File: src/rtl/bp_pkg.sv
// Shared branch-predictor types: entry state, queue entry record and the
// path-history repair used when a mispredict rewinds speculative history.
package bp_pkg;

    localparam int BP_PC_W   = 10;
    localparam int BP_HIST_W = 12;

    typedef enum logic [1:0] {
        EMPTY    = 2'd0,
        PENDING  = 2'd1,
        RESOLVED = 2'd2
    } entry_state_e;

    typedef struct packed {
        logic [BP_PC_W-1:0]   pc;
        logic                 pred;
        logic                 taken;
        logic [BP_HIST_W-1:0] hist;
    } brq_entry_t;

    // Same right-shift / MSB-insert update the predictor applies to its path history.
    function automatic logic [BP_HIST_W-1:0] repair_hist(input logic [BP_HIST_W-1:0] hist,
                                                         input logic                 taken);
        return {taken, hist[BP_HIST_W-1:1]};
    endfunction

endpackage

File: src/rtl/brq_entry.sv
// One branch-resolve-queue slot: EMPTY -> PENDING -> RESOLVED -> EMPTY,
// holding the prediction record and the resolved direction.
module brq_entry
    import bp_pkg::*;
(
    input  logic                 clock,
    input  logic                 reset,
    input  logic                 alloc_we,
    input  logic [BP_PC_W-1:0]   alloc_pc,
    input  logic                 alloc_pred,
    input  logic [BP_HIST_W-1:0] alloc_hist,
    input  logic                 res_we,
    input  logic                 res_taken,
    input  logic                 squash,
    input  logic                 retire,
    output entry_state_e         state,
    output brq_entry_t           ent
);

    entry_state_e state_q;
    brq_entry_t   ent_q;

    always_ff @(posedge clock) begin
        if (!reset) begin
            state_q <= EMPTY;
        end else if (squash || retire) begin
            state_q <= EMPTY;
        end else if (res_we && (state_q == PENDING)) begin
            state_q <= RESOLVED;
        end else if (alloc_we && (state_q == EMPTY)) begin
            state_q <= PENDING;
        end
    end

    // Payload carries no reset; it is only observed while the slot is occupied.
    always_ff @(posedge clock) begin
        if (alloc_we) begin
            ent_q.pc   <= alloc_pc;
            ent_q.pred <= alloc_pred;
            ent_q.hist <= alloc_hist;
        end
        if (res_we) begin
            ent_q.taken <= res_taken;
        end
    end

    assign state = state_q;
    assign ent   = ent_q;

endmodule

File: src/rtl/branch_resolve_queue.sv
// In-order queue of in-flight conditional branches between predictor and execute.
// Optional BRQ_STATS_EN adds saturating retire / mispredict counters.
module branch_resolve_queue
    import bp_pkg::*;
#(
    parameter int DEPTH  = 8,
    parameter int PC_W   = BP_PC_W,
    parameter int HIST_W = BP_HIST_W,
    parameter int TAG_W  = $clog2(DEPTH)
) (
    input  logic              clock,
    input  logic              reset,
    input  logic              alloc_valid,
    output logic              alloc_ready,
    input  logic [PC_W-1:0]   alloc_pc,
    input  logic              alloc_pred,
    input  logic [HIST_W-1:0] alloc_hist,
    output logic [TAG_W-1:0]  alloc_tag,
    input  logic              res_valid,
    input  logic [TAG_W-1:0]  res_tag,
    input  logic              res_taken,
    output logic              upd_valid,
    input  logic              upd_ready,
    output logic [PC_W-1:0]   upd_pc,
    output logic              upd_taken,
    output logic [HIST_W-1:0] upd_hist,
    output logic              upd_mispredict,
    output logic              flush_valid,
    output logic [HIST_W-1:0] flush_hist,
    output logic [TAG_W:0]    count
`ifdef BRQ_STATS_EN
    ,
    output logic [15:0]       stat_retired,
    output logic [15:0]       stat_mispred
`endif
);

    entry_state_e      state [DEPTH];
    brq_entry_t        ent   [DEPTH];

    logic [TAG_W:0]    head_q, tail_q;
    logic [TAG_W-1:0]  head_idx, tail_idx, res_rel;
    logic              full, alloc_fire, res_acc, res_mis, pop;
    logic [DEPTH-1:0]  alloc_we, res_we, squash, retire;
    logic              flush_valid_q;
    logic [HIST_W-1:0] flush_hist_q;

    assign head_idx = head_q[TAG_W-1:0];
    assign tail_idx = tail_q[TAG_W-1:0];
    assign full     = (head_idx == tail_idx) && (head_q[TAG_W] != tail_q[TAG_W]);
    assign count    = tail_q - head_q;

    assign alloc_ready = !full && !flush_valid_q;
    assign alloc_tag   = tail_idx;
    assign alloc_fire  = alloc_valid && alloc_ready;

    assign res_acc = res_valid && (state[res_tag] == PENDING);
    assign res_mis = res_acc && (res_taken != ent[res_tag].pred);
    // Age of the resolved slot relative to the oldest entry; anything older-than-this is kept.
    assign res_rel = res_tag - head_idx;

    assign upd_valid      = (state[head_idx] == RESOLVED);
    assign pop            = upd_valid && upd_ready;
    assign upd_pc         = upd_valid ? ent[head_idx].pc   : '0;
    assign upd_taken      = upd_valid ? ent[head_idx].taken : 1'b0;
    assign upd_hist       = upd_valid ? ent[head_idx].hist : '0;
    assign upd_mispredict = upd_valid && (ent[head_idx].taken != ent[head_idx].pred);

    assign flush_valid = flush_valid_q;
    assign flush_hist  = flush_hist_q;

    for (genvar i = 0; i < DEPTH; i++) begin : g_slot
        localparam logic [TAG_W-1:0] IDX = TAG_W'(i);
        logic [TAG_W-1:0] rel;

        assign rel = IDX - head_idx;
        // A mispredict on the same edge kills the incoming allocation as well.
        assign alloc_we[i] = alloc_fire && !res_mis && (tail_idx == IDX);
        assign res_we[i]   = res_acc && (res_tag == IDX);
        assign squash[i]   = res_mis && (rel > res_rel);
        assign retire[i]   = pop && (head_idx == IDX);

        brq_entry u_entry (
            .clock      (clock),
            .reset      (reset),
            .alloc_we   (alloc_we[i]),
            .alloc_pc   (alloc_pc),
            .alloc_pred (alloc_pred),
            .alloc_hist (alloc_hist),
            .res_we     (res_we[i]),
            .res_taken  (res_taken),
            .squash     (squash[i]),
            .retire     (retire[i]),
            .state      (state[i]),
            .ent        (ent[i])
        );
    end

    always_ff @(posedge clock) begin
        if (!reset) begin
            head_q <= '0;
            tail_q <= '0;
        end else begin
            if (pop) begin
                head_q <= head_q + 1'b1;
            end
            // Rewinding from head keeps the wrap bit consistent with the surviving entries.
            if (res_mis) begin
                tail_q <= head_q + {1'b0, res_rel} + 1'b1;
            end else if (alloc_fire) begin
                tail_q <= tail_q + 1'b1;
            end
        end
    end

    always_ff @(posedge clock) begin
        if (!reset) begin
            flush_valid_q <= 1'b0;
            flush_hist_q  <= '0;
        end else begin
            flush_valid_q <= res_mis;
            if (res_mis) begin
                flush_hist_q <= repair_hist(ent[res_tag].hist, res_taken);
            end
        end
    end

`ifdef BRQ_STATS_EN
    logic [15:0] stat_retired_q, stat_mispred_q;

    always_ff @(posedge clock) begin
        if (!reset) begin
            stat_retired_q <= '0;
            stat_mispred_q <= '0;
        end else if (pop) begin
            if (stat_retired_q != 16'hFFFF) begin
                stat_retired_q <= stat_retired_q + 16'd1;
            end
            if (upd_mispredict && (stat_mispred_q != 16'hFFFF)) begin
                stat_mispred_q <= stat_mispred_q + 16'd1;
            end
        end
    end

    assign stat_retired = stat_retired_q;
    assign stat_mispred = stat_mispred_q;
`endif

endmodule

File: config.mk
export PLATFORM = sky130hd
export DESIGN_NAME = branch_resolve_queue
export DESIGN_NICKNAME = d
export VERILOG_FILES = /design/src/rtl/bp_pkg.sv /design/src/rtl/brq_entry.sv /design/src/rtl/branch_resolve_queue.sv
export SDC_FILE = /design/constraint.sdc
export NUM_CORES = 1
export LEC_CHECK = 0
export ABC_AREA = 1
export CORE_AREA = 2 2 142 144
export DETAILED_ROUTE_END_ITERATION = 7
export DIE_AREA = 0 0 144 146
export PLACE_DENSITY = 0.79
export REMOVE_ABC_BUFFERS = 1
export SYNTH_ARGS = -nofsm -noshare
export SYNTH_HDL_FRONTEND = slang
export SYNTH_HIERARCHICAL = 1
export SYNTH_SLANG_ARGS = --single-unit
File: constraint.sdc
create_clock -name clock -period 4.4 [get_ports clock]
set_clock_uncertainty 0.1 [all_clocks]
set_input_delay 0.66 -clock clock [delete_from_list [all_inputs] [get_ports clock]]
set_output_delay 0.66 -clock clock [all_outputs]
set_load 0.01 [all_outputs]
==> results of run 1 <==
kinds of logic (layout without fill, tap and decap cells):
family	after synthesis	after routing	share of synthesized area (%)
and+or+nand+nor	471	471	17.61
AOI/OAI and AO/OA	281	281	13.86
DFF	229	229	57.46
buffers and inverters	161	244	6.342
adders and majority gates	36	36	4.111
xor gates and xnor gates	8	8	0.6188
flip-flops by register name (all words and copies together), names as in the netlist:
| register | count |
|---|---|
| g_slot.u_entry/ent | 192 |
| g_slot.u_entry/state | 16 |
| flush_hist | 12 |
| head_q | 4 |
| tail_q | 4 |
| flush_valid | 1 |
worst max path at each step:
stage | depth (start not counted) | endpoint
after floorplan | 8 | upd_mispredict
after global placement | 14 | g_slot[3].u_entry/state[0]
after detailed placement | 14 | g_slot[3].u_entry/state[0]
after CTS | 7 | upd_pc[9]
after global routing | 7 | upd_pc[9]
final | 7 | upd_pc[9]
routing by layer:
metal  GRT usage [%]  up-vias  part of all wire (%)
met3           4.969       96                   9.0
met5               0        -                     0
li1                -     4193                     -
met4           13.04        0                   3.7
met1           34.03     4143                    38
met2           46.24      485                    49
placed cells by master (no fill, tap or decap), types with 15 or more instances in the layout:
| cell | n |
|---|---|
| nand2_1 | 238 |
| edfxtp_1 | 192 |
| nor2_1 | 129 |
| a21oi_1 | 113 |
| o21ai_0 | 106 |
| inv_1 | 87 |
| clkdlybuf4s50_1 | 76 |
| nand3_1 | 50 |
| ha_1 | 34 |
| dfxtp_1 | 34 |
| buf_4 | 29 |
| clkbuf_16 | 24 |
| o21ai_1 | 15 |
per-stage QoR:
| stage | util, % | cells | hold slack (ns) | instance area [sq um] | setup TNS, ns |
|---|---|---|---|---|---|
| 6_report | 67.78 | 1534 | 0.3802 | 13110 | 0 |
| 5_1_grt | 67.78 | 1534 | 0.4089 | 13110 | 0 |
| 4_1_cts | 67.78 | 1534 | 0.3868 | 13110 | 0 |
| 3_5_place_dp | 63.90 | 1491 | 0.3727 | 12360 | 0 |
| 3_3_place_gp | 63.90 | 1491 | 0.3612 | 12360 | 0 |
| 2_1_floorplan | - | 1118 | 0.3939 | 10960 | -288.81 |
final cells by class:
cell class	count	area (sq um)
fillers	1463	6230
well taps	265	331.6
clock inverters	13	126.4
repair buffers	108	1023
clock buffers	30	623.1
flip-flops and latches	229	6513
multi-input cells	796	4134
inverters	93	354.1
worst max-delay path, cell delays in order (launching register included):
cell and delay (ns):
dfxtp_4 0.45, inv_2 0.33, buf_4 0.63, nand2_1 0.11, a22oi_1 0.24, nor2_1 0.09
a211oi_1 0.36, clkdlybuf4s50_1 0.63
where the power goes:
group | leakage [nW] | total (mW) | switching (mW) | internal (mW)
Sequential | 2.04 | 2.44 | 0.0282 | 2.41
Combinational | 2.54 | 0.444 | 0.282 | 0.162
Clock | 0.369 | 1.95 | 0.824 | 1.12
Total | 4.95 | 4.83 | 1.13 | 3.70
==> results.md, run 1 <==
* Number of global-route vias before repair at 8844
* Vias at 8917
* CP Capture Type: output port
* Post-synth EDFFs at 192
* Slew at the pin closest to its max-slew limit at 0.8243 ns
* Worst R2R Path Depth at 12
* GRT overflow at 0
* Ratio of cells with drive above 1 in the final layout at 9.535%
* Core ar. at 0.01933 sq mm
* Clk sink count at 229
* Crit Reg-Reg Startpoint: head_q[0]
* Total Wirelength at 28620 microns
* Final Setup Violations at 0
* Startpoint types: flip-flop
* Pre-CTS setup slack at 0.7048 ns
* Crit path required time at 3.64 ns
* Synthesized area per cell at 9.548 sq um
* DRC Markers at 0
* Area leader, netlist: edfxtp_1
* Crit Path Class: reg -> out
* Row count at 51
* Hold Crit Start: flush_hist[5]
* Later-pin clock latency in the skew report at 0.53 ns
* Setup Buffers After CTS at 0
* Ports at 78
* Asr flop ratio synth at 0%
* Fin crit period at 4.175 ns
* Netlist cell types at 41
* Top_reg_cell synth: edfxtp_1
* Run status: finished, final reports clean
* Initial DRT Pass Iterations at 5
* Worst Hold End: flush_hist[5]
* Root Buffer: clkbuf_16
* DP HPWL at 16560 microns
* First-pass GRT wire length at 44690 microns
* Wire per inst at 18.66 microns
* Chip Height at 146 microns
* Synthesized instance count at 1186
* Crit share post-route at 94.88%
* GPL Wtd Cong at 0.8739
* Worst path arrival time at 3.41 ns
* Area growth, synth to finish at 15.74%
* Initial antenna violation count at 0
* N_diodes at 0
* Die area at 0.02102 sq mm
* Starting Density at 58.56%
* Top-count cell post-synth: nand2_1
* H-tree levels at 1
* Commonest cells in the netlist: nand2_1 (238), edfxtp_1 (192), nor2_1 (131), a21oi_1 (113), o21ai_0 (106)
* Max-Cap Viols at 0
* Maximum clock rate at 239.5 MHz
* RR Endpoint: g_slot[1].u_entry/ent[1]
* Rel. slew slack at 45.05%
* FF-to-FF setup slack at 0.89 ns
* CTS tree: yes
* Total chip power at 4.833 mW
* # resized after CTS at 0
* Post-synth top area share at 50.92%
* Die Wd at 144 microns
* Final Hold Fails at 0
* Pwr Density at 368.8 mW/mm^2
* Final Max Slew Viols at 0
* Final ANT Viol Nets at 0
* Mapped Area at 0.01132 sq mm
* Seq/Total Area, Yosys at 57.46%
* RSZ-0062 raised after global routing: false
* CTS max path bufs at 3
* Vias per cell at 5.813
* Leakage power at 4.948 nW
* Hold path depth at 2
* Top cells by area, synth: edfxtp_1 (51%), nand2_1 (7.9%), dfxtp_1 (6.5%)
* Yosys warns at 6
* Setup ws final at 0.2252 ns
* Layout Nets at 1320
* Synth Register Bits at 229
* Detailed Route Iter0 Violations at 748
* # hold bufs at CTS at 0
* Worst vdd ir at 0.0003721 V
* Crit Path Max Fanout at 59
* Num CTS Buffers at 24
* Clk slew on worst S/H paths at 0.06 ns
* Port-buffer cells at 77
* Largest net degree at the start of global routing at 81
* Tot GR Track Use at 27.41%
* Hold/Removal Path Class: reg -> reg
* Crit path launch: head_q[0]
Power figures use the tool's default switching activity.
==> run 2: changes to the inputs <==
--- a/config.mk
+++ b/config.mk
@@ -11,6 +11,7 @@
 export DIE_AREA = 0 0 144 146
 export PLACE_DENSITY = 0.79
 export REMOVE_ABC_BUFFERS = 1
+export SETUP_SLACK_MARGIN = 0.15
 export SYNTH_ARGS = -nofsm -noshare
 export SYNTH_HDL_FRONTEND = slang
 export SYNTH_HIERARCHICAL = 1
==> results.md, run 2 (synthesis gave the netlist of run 1 again) <==
* Root Buffer: clkbuf_16
* Final Max Slew Viols at 0 (unchanged)
* Initial antenna violation count at 0 (unchanged)
* DP HPWL at 16560 microns (unchanged)
* Pre-CTS setup slack at 0.7048 ns (unchanged)
* Wire per inst at 18.65 microns (about the same)
* Hold path depth at 2 (unchanged)
* Core ar. at 0.01933 sq mm (unchanged)
* Run status: finished, final reports clean
* Crit Path Max Fanout at 29 (-51%)
* Fin crit period at 4.122 ns (-0.05315 ns)
* Initial DRT Pass Iterations at 8 (+3)
* Hold slack final at 0.3792 ns (-0.001053 ns)
* CTS tree: yes
* Slew at the pin closest to its max-slew limit at 0.8399 ns (+0.01565 ns)
* Die Wd at 144 microns (unchanged)
* Setup Buffers After CTS at 0 (unchanged)
* Ratio of cells with drive above 1 in the final layout at 9.535% (unchanged)
* Worst vdd ir at 0.0003727 V (+0.17%)
* Fill cell total of the finished layout at 1463 (unchanged)
* Ports at 78 (unchanged)
* Most common cell after layout, fill and taps aside: nand2_1
* Clk sink count at 229 (unchanged)
* Detailed Route Iter0 Violations at 729 (-2.5%)
* Total Wirelength at 28610 microns (about the same)
* Hold/Removal Path Class: reg -> reg
* Maximum clock rate at 242.6 MHz (+1.3%)
* Commonest cells after routing, fill and taps aside: nand2_1 (238), edfxtp_1 (192), nor2_1 (129)
* Leakage power at 4.950 nW (about the same)
* Layout Nets at 1320 (unchanged)
* Vias at 8896 (-0.24%)
* Crit Path Class: reg -> out
* First-pass GRT wire length at 44690 microns (unchanged)
* Later-pin clock latency in the skew report at 0.53 ns (about the same)
* # hold bufs at CTS at 0 (unchanged)
* Startpoint types: flip-flop
* Crit path required time at 3.64 ns (about the same)
* Final Setup Violations at 0 (unchanged)
* CTS max path bufs at 3 (unchanged)
* H-tree levels at 1 (unchanged)
* Port-buffer cells at 77 (unchanged)
* DRC Markers at 0 (unchanged)
* Chip Height at 146 microns (unchanged)
* RSZ-0062 raised after global routing: false
* Largest net degree at the start of global routing at 81 (unchanged)
* Clk slew on worst S/H paths at 0.06 ns (about the same)
* Finished Layout Cells at 1534 (unchanged)
* Worst path arrival time at 3.36 ns (-0.05 ns)
* Pwr Density at 368.6 mW/mm^2 (about the same)
* Placed Instance Area at 0.01236 sq mm (unchanged)
* Max reg flops at 192 (unchanged)
* Vias per cell at 5.799 (-0.24%)
* Area growth, synth to finish at 15.77% (about the same)
* Fin area at 0.01311 sq mm (about the same)
* Final Hold Fails at 0 (unchanged)
* Row count at 51 (unchanged)
* Num CTS Buffers at 24 (unchanged)
* Worst R2R Path Depth at 12 (unchanged)
* FF-to-FF setup slack at 0.89 ns (about the same)
* Crit share post-route at 93.67% (-1.2 points)
* Rel. slew slack at 44.00% (-1.0 points)
* Post-placement cell count at 1491 (unchanged)
* N_diodes at 0 (unchanged)
* Die area at 0.02102 sq mm (unchanged)
* GPL Wtd Cong at 0.8739 (unchanged)
* Setup ws final at 0.2784 ns (+0.05315 ns)
* CP Capture Type: output port
* Number of global-route vias before repair at 8844 (unchanged)
* Max-Cap Viols at 0 (unchanged)
* GRT overflow at 0 (unchanged)
* Tot GR Track Use at 27.41% (unchanged)
* Starting Density at 58.56% (unchanged)
* Final ANT Viol Nets at 0 (unchanged)
==> run 2: worst max-delay path: stages, from the launching register on <==
cell and delay [ns]:
dfxtp_4 0.56, buf_4 0.37, nand2_1 0.09, nand2_1 0.08, o211ai_1 0.09, nand3_1 0.09
nand2_1 0.23, buf_4 0.34, a211oi_1 0.33, clkdlybuf4s50_1 0.64
==> run 2: area by class of cell <==
cell class / instances / area (sq um) / area share [%]
Clock buffer: 30 / 623.1 / 4.753
Clock inverter: 13 / 126.4 / 0.9640
Inverter: 93 / 354.1 / 2.701
Multi-Input combinational cell: 796 / 4134 / 31.54
Sequential cell: 229 / 6513 / 49.68
Tap cell: 265 / 331.6 / 2.529
Timing Repair Buffer: 108 / 1027 / 7.836
==> run 2: path summary, 6_finish.rpt <==
path,endpoint,from
worst max register to register,g_slot[1].u_entry/ent[1],head_q[0]
worst max-delay path,upd_pc[9],head_q[0]
worst min-delay path,flush_hist[5],flush_hist[5]
worst min register to register,flush_hist[5],flush_hist[5]
==> run 2: report_power, final <==
part	internal, mW	switching (mW)	leakage (nW)	total, mW
clock network	1.12	0.823	0.369	1.95
registers	2.41	0.0282	2.04	2.44
logic	0.162	0.283	2.54	0.445
total	3.70	1.13	4.95	4.83
==> run 2: stage by stage <==
step / setup TNS [ns] / power [mW] / utilization (%)
2_1_floorplan: -288.81 / 2.717 / -
3_3_place_gp: 0 / 2.910 / 63.90
3_5_place_dp: 0 / 2.922 / 63.90
4_1_cts: 0 / 4.846 / 67.78
5_1_grt: 0 / 4.986 / 67.80
6_report: 0 / 4.832 / 67.80
==> run 2: per-layer routing <==
| layer | track usage [%] | vias to the layer above | part of all wire, % |
|---|---|---|---|
| met1 | 34.03 | 4118 | 38 |
| met4 | 13.04 | 0 | 3.7 |
| met3 | 4.969 | 96 | 9.0 |
| li1 | - | 4192 | - |
| met5 | 0 | - | 0 |
| met2 | 46.24 | 490 | 49 |
==> run 2: repair_timing <==
| item | CTS | global route |
|---|---|---|
| endpoints found under the setup margin | 0 | 1 |
| resized for setup | 0 | 1 |
| endpoints found under the hold margin | 0 | 0 |
